### src/rtl/deserializer_rx.sv
// deserializer_rx: MSB-first serial-to-parallel receiver; frames end on WIDTH bits or valid drop.
// Optional DESER_SHORT_ERR_EN adds short_err_o, pulsed when a frame under 3 bits is discarded.
module deserializer_rx #(
  parameter int WIDTH    = 8,
  parameter int MOD_BITS = 4
) (
  input  logic                clk_i,
  input  logic                arstn_i,
  input  logic                ser_data_i,
  input  logic                ser_data_val_i,
  output logic [WIDTH-1:0]    deser_data_o,
  output logic [MOD_BITS-1:0] deser_mod_o,
  output logic                deser_data_val_o,
`ifdef DESER_SHORT_ERR_EN
  output logic                short_err_o,
`endif
  output logic                busy_o
);
  typedef enum logic {IDLE, RECV} state_t;
  localparam logic [MOD_BITS-1:0] FULL = MOD_BITS'(WIDTH);
  localparam logic [MOD_BITS-1:0] MIN  = MOD_BITS'(3);
  state_t              state, state_n;
  logic [WIDTH-1:0]    sr, sr_n, ins, pos, emit_data;
  logic [MOD_BITS-1:0] cnt, cnt_n, cnt_inc, emit_mod;
  logic                emit, short_n;
  // sr and cnt are zero in IDLE, so the first bit lands at the MSB through the same path
  assign pos     = {1'b1, {(WIDTH-1){1'b0}}} >> cnt;
  assign ins     = sr | (ser_data_i ? pos : '0);
  assign cnt_inc = cnt + MOD_BITS'(1);
  assign busy_o  = state == RECV;
  always_comb begin
    state_n   = state;
    sr_n      = sr;
    cnt_n     = cnt;
    emit      = 1'b0;
    short_n   = 1'b0;
    emit_data = sr;
    emit_mod  = cnt;
    if (state == IDLE) begin
      if (ser_data_val_i) begin
        sr_n    = ins;
        cnt_n   = MOD_BITS'(1);
        state_n = RECV;
      end
    end else if (ser_data_val_i && cnt_inc != FULL) begin
      sr_n  = ins;
      cnt_n = cnt_inc;
    end else begin
      emit      = ser_data_val_i || cnt >= MIN;
      short_n   = !ser_data_val_i && cnt < MIN;
      emit_data = ser_data_val_i ? ins : sr;
      emit_mod  = ser_data_val_i ? FULL : cnt;
      sr_n      = '0;
      cnt_n     = '0;
      state_n   = IDLE;
    end
  end
  always_ff @(posedge clk_i or negedge arstn_i) begin
    if (!arstn_i) begin
      state            <= IDLE;
      sr               <= '0;
      cnt              <= '0;
      deser_data_o     <= '0;
      deser_mod_o      <= '0;
      deser_data_val_o <= 1'b0;
    end else begin
      state            <= state_n;
      sr               <= sr_n;
      cnt              <= cnt_n;
      deser_data_o     <= emit ? emit_data : deser_data_o;
      deser_mod_o      <= emit ? emit_mod : deser_mod_o;
      deser_data_val_o <= emit;
    end
  end
`ifdef DESER_SHORT_ERR_EN
  always_ff @(posedge clk_i or negedge arstn_i) begin
    if (!arstn_i) short_err_o <= 1'b0;
    else short_err_o <= short_n;
  end
`else
  logic unused_short;
  assign unused_short = short_n;
`endif
endmodule
### config.mk
export PLATFORM = sky130hd
export DESIGN_NAME = deserializer_rx
export DESIGN_NICKNAME = d
export VERILOG_FILES = /design/src/rtl/deserializer_rx.sv
export SDC_FILE = /design/constraint.sdc
export NUM_CORES = 1
export LEC_CHECK = 0
export ABC_AREA = 1
export BUFFER_PORTS_ARGS = -buffer_cell sky130_fd_sc_hd__buf_2
export CORE_UTILIZATION = 56
export DETAILED_ROUTE_END_ITERATION = 16
export PLACE_DENSITY_LB_ADDON = 0.25
export SLEW_MARGIN = 15
export SYNTH_ARGS = -nofsm -noshare
export SYNTH_HDL_FRONTEND = slang
export SYNTH_SLANG_ARGS = --single-unit
### constraint.sdc
create_clock -name clk_i -period 1.65 [get_ports clk_i]
set_input_delay 0.165 -clock clk_i [delete_from_list [all_inputs] [get_ports clk_i]]
set_output_delay 0.165 -clock clk_i [all_outputs]
set_load 0.01 [all_outputs]
Word level (Yosys, flattened, before mapping). Index checks and enable logic that the tools add are counted.

$add $sub $neg: 1. Magnitude comparators: 1. Equality and inequality tests: 1. Shifts and indexed selects: 1. Mux-type cells: 17. Bitwise logic cells: 1. Reductions and logical operators: 3.

Operators with widths (count): 8-bit 2-to-1 mux (6); 4-bit 2-to-1 mux (6); 8-bit bitwise OR (1); 8-bit by 4-bit >> shifter with 8-bit output (first input constant) (1); 1-bit 2-to-1 mux (5); 4-bit by 1-bit adder with 4-bit output (second input constant) (1); 4-bit by 2-bit greater-or-equal comparator with 1-bit output (second input constant) (1); 4-bit != test (second input constant) (1); 2-bit nonzero test (1); 1-bit logical AND (1); 1-bit logical OR (1).

Register bits: 26. Output and inout port bits: 14. Logic and storage cells: 31.

Depth between registers and ports, before layout.
Word-level depth: 6. Gate-level depth with buffers: 8.

Worst setup path after synthesis. OpenSTA, ideal clock, no wires.

Kind: register -> register. Start point: reg cnt[0]. End point: reg deser_data_o[2]. Data arrival time: 1.196 ns. Setup slack: 0.337 ns. Stages on the path, launching flop included: 8. Buffers on the path: 1. Period minus slack after synthesis: 1.313 ns. Cells stage by stage: dfrtp_1 > ha_1 > nand2_1 > inv_1 > nand4_2 > buf_4 > nand3_1 > nand2_1.

Cells in the longest elaborated chain, start to end: 6. Elaborated cells on any way between the ends: 13. Those cells by class: 1 x add/sub; 1 x order compare; 1 x eq/ne; 1 x shift; 6 x mux; 1 x bitwise; 2 x reduce/logical.

RTL lines: start, declared (line 24) `logic [MOD_BITS-1:0] cnt, cnt_n, cnt_inc, emit_mod;`; start signal, assigned (line 69) `cnt <= cnt_n;`; 8-bit by 4-bit >> shifter with 8-bit output (line 27) `assign pos = {1'b1, {(WIDTH-1){1'b0}}} >> cnt;`; 8-bit 2-to-1 mux (line 28) `assign ins = sr | (ser_data_i ? pos : '0);`; 8-bit bitwise OR (line 28); 8-bit 2-to-1 mux; 8-bit 2-to-1 mux (line 45) `end else if (ser_data_val_i && cnt_inc != FULL) begin`; 8-bit 2-to-1 mux (line 39) `if (state == IDLE) begin`; end signal, assigned (line 70) `deser_data_o <= emit ? emit_data : deser_data_o;`; end, declared (line 11) `output logic [WIDTH-1:0] deser_data_o,`.

Several ways; a longest one is shown, not always the timed one. A chain may end at the register's enable or synchronous reset.

Worst setup path after layout.
Start point: reg cnt[0]. End point: reg deser_data_o[3].

The elaborated chain is that of the path after synthesis.

==> run_results.csv <==
group,metric,value,unit
logic_synthesis,syn_avg_cell_area,8.36,sq um
placed_design,hpwl,2060,microns
placed_design,gp_routability_congestion,0.830,
grt,grt_max_degree,27,
routing,drt_pre_antenna_iters,4,
routing,vias,1164,
routing,vias_per_cell,5.52,
power,netSwitchingFraction,34.2,%
floorplan,die_area,0.00262,sq mm
timing,setup_viol,0,
floorplan,die_h,51.2,microns
power,max-vdd-ir-drop,0.612,mV
min_path,worstHoldPathType,"in2reg",
routing,wl_per_cell,13.3,microns
placed_design,portBuffers,17,
timing,finalHoldViolCount,0,
logic_synthesis,async_reset_ff_share,100,%
floorplan,io_pins,18,
floorplan,start_util,60.1,%
logic_synthesis,yosys.area.top_type,"dfrtp_1",
placed_design,placed_cell_area,0.00146,sq mm
timing,holdWs,0.238,ns
critical_path,arrival,1.79,ns
critical_path,worst_ep_required_time,1.91,ns
power,seqPwrFrac,51.8,%
logic_synthesis,netlist_top_cells_count,"nand2_1, dfrtp_1, o21ai_0",
critical_path,reg2reg_slack,0.12,ns
logic_synthesis,synth_most_common_cell,"nand2_1",
timing,post-route-period-util,92.6,%
logic_synthesis,synth_top_area_share,48.0,%
clock_tree,clk_pin_slew_worst_paths,0.14,ns
floorplan,core-area,0.00225,sq mm
placed_design,post-place-ws,0.0696,ns
routing,drt_iter0_markers,28,
timing,worstMarginPinSlew,0.577,ns
timing,slew_headroom,61.5,%
logic_synthesis,synth-edff-count,0,
clock_tree,cts_tree,"built",
grt,grt_pass1_wl,4710,microns
grt,antenna_found_initial,0,
critical_path,crit_type,"reg2reg",
logic_synthesis,synthTopCellsByArea,"dfrtp_1, nand2_1, o21ai_0",
logic_synthesis,ys_seq_area_share,48.0,%
routing,ant_nets,0,
status,status,"finished, final reports clean",
power,p_leak,0.000782,uW
grt,grt_usage,23.8,%
logic_synthesis,ys_ff_latch,26,
timing,clock-skew-final,0.00998,ns
power,internal_power,1090,uW
finish,final_area,0.00154,sq mm
grt,grt_pass1_vias,1137,
clock_tree,cts_root_buf,"clkbuf_4",
routing,drc_errors,0,
finish,n_antenna_cell,0,
finish,area_growth,13.4,%
timing,slew_viol_final,0,
logic_synthesis,yosysWarnings,0,
clock_tree,clockBufferDepth,2,
logic_synthesis,syn_area,0.00136,sq mm
finish,drive_above_1_share,20.2,%
clock_tree,clock-sinks,26,
critical_path,critPathMaxFanout,8,
logic_synthesis,synth_fp_nets,171,
critical_path,start_kind,"register",
critical_path,cp-end-kind,"register",
clock_tree,numCtsBuffers,3,
timing,setup_ws,0.122,ns
job,drv_cap,0,
power,power_frac_comb,28.9,%
logic_synthesis,synth_cells,162,
timing,period_minus_slack,1.53,ns
logic_synthesis,synth_flop_cell,"dfrtp_1",
power,switching_power,569,uW
power,power_frac_clock,19.2,%
timing,timing.fmax,654,MHz
grt,overflow,0,
floorplan,chipWidth,51.2,microns
logic_synthesis,netlist-cell-type-count,20,
clock_tree,htree_num_levels,1,
clock_tree,clock_latency,0.32,ns
routing,drt-total-wl,2810,microns
power,pwr_density_cell,1080,mW/mm^2
floorplan,rows,17,
finish,utilization,68.1,%
finish,finalNetCount,193,
[per-stage QoR]
step | total power [uW] | instances | setup TNS [ns]
finish | 1660 | 211 | 0
global route | 1770 | 211 | -0.0173
CTS | 1640 | 210 | 0
detailed placement | 1330 | 205 | 0
global placement | 1310 | 205 | 0
floorplan | 1160 | 162 | 0
[flip-flops by register name, indices dropped and copies added, names as in the netlist]
signal,count
deser_data_val_o,1
cnt,4
busy_o,1
deser_mod_o,4
deser_data_o,8
sr,8
[path summary, 6_finish.rpt]
check,startpoint,cells past startpoint,endpoint
worst max-delay path,cnt[0],8,deser_data_o[3]
worst min-delay path,ser_data_val_i,4,cnt[3]
worst max register to register,cnt[0],8,deser_data_o[3]
max in group asynchronous,arstn_i,2,cnt[1]
min in group asynchronous,arstn_i,2,deser_mod_o[1]
worst min register to register,sr[4],2,deser_data_o[4]
[worst max-delay path, stage by stage, from the launching register on]
cell and delay (ns):
dfrtp_2 0.49, inv_1 0.13, ha_2 0.22, nand2_1 0.07, nor2_1 0.15, nand3_1 0.09, o21bai_1 0.19, nand2_1 0.07
nand2_1 0.06
[power groups by stage]
stage	logic, uW	clock network, uW	registers, uW
6_report	481	320	862
4_1_cts	465	323	855
3_3_place_gp	449	0	860
5_1_grt	550	343	880
2_1_floorplan	266	0	890
3_5_place_dp	462	0	870
[cells by family (layout without fill, tap and decap cells)]
group	Yosys count	in the layout	share of synthesized area, %
and+or+nand+nor	79	79	27.4
AOI/OAI and AO/OA	33	33	13.4
DFF	26	26	48.0
buffers and inverters	19	40	6.56
adders and majority gates	5	5	4.62
[placed cells by master (no fill, tap or decap), types with 2 or more instances in the layout]
cell      instances
nand2_1          35
buf_4             4
nand2_2           2
nand3_1          19
a31oi_1           4
ha_1              3
ha_2              2
dfrtp_2           2
o21ai_0          24
inv_1            13
dfrtp_1          24
nor3_1            4
nor2_1           13
clkbuf_4          3
o21bai_1          4
buf_2            17
[layer usage]
metal | global-route usage [%] | part of all wire [%] | vias up
met5 | 0 | 0 | -
met4 | 6.48 | 0.82 | 0
met3 | 2.68 | 4.6 | 5
met2 | 42.8 | 48 | 36
met1 | 30.0 | 47 | 544
li1 | - | - | 579
[area by class of cell]
type | count | area [sq um]
multi-input cells | 117 | 634
inverters | 14 | 52.6
repair buffers | 22 | 125
clock buffers | 4 | 36.3
well taps | 28 | 35.0
flip-flops and latches | 26 | 653
fillers | 198 | 718
[what timing repair did]
action	in CTS	in global routing
buffers inserted	0	1
endpoints found under the setup margin	0	16
gates resized for setup	0	7
hold endpoints to repair	26	0
hold buffers	1	0
(Power assumes the default switching activity.)
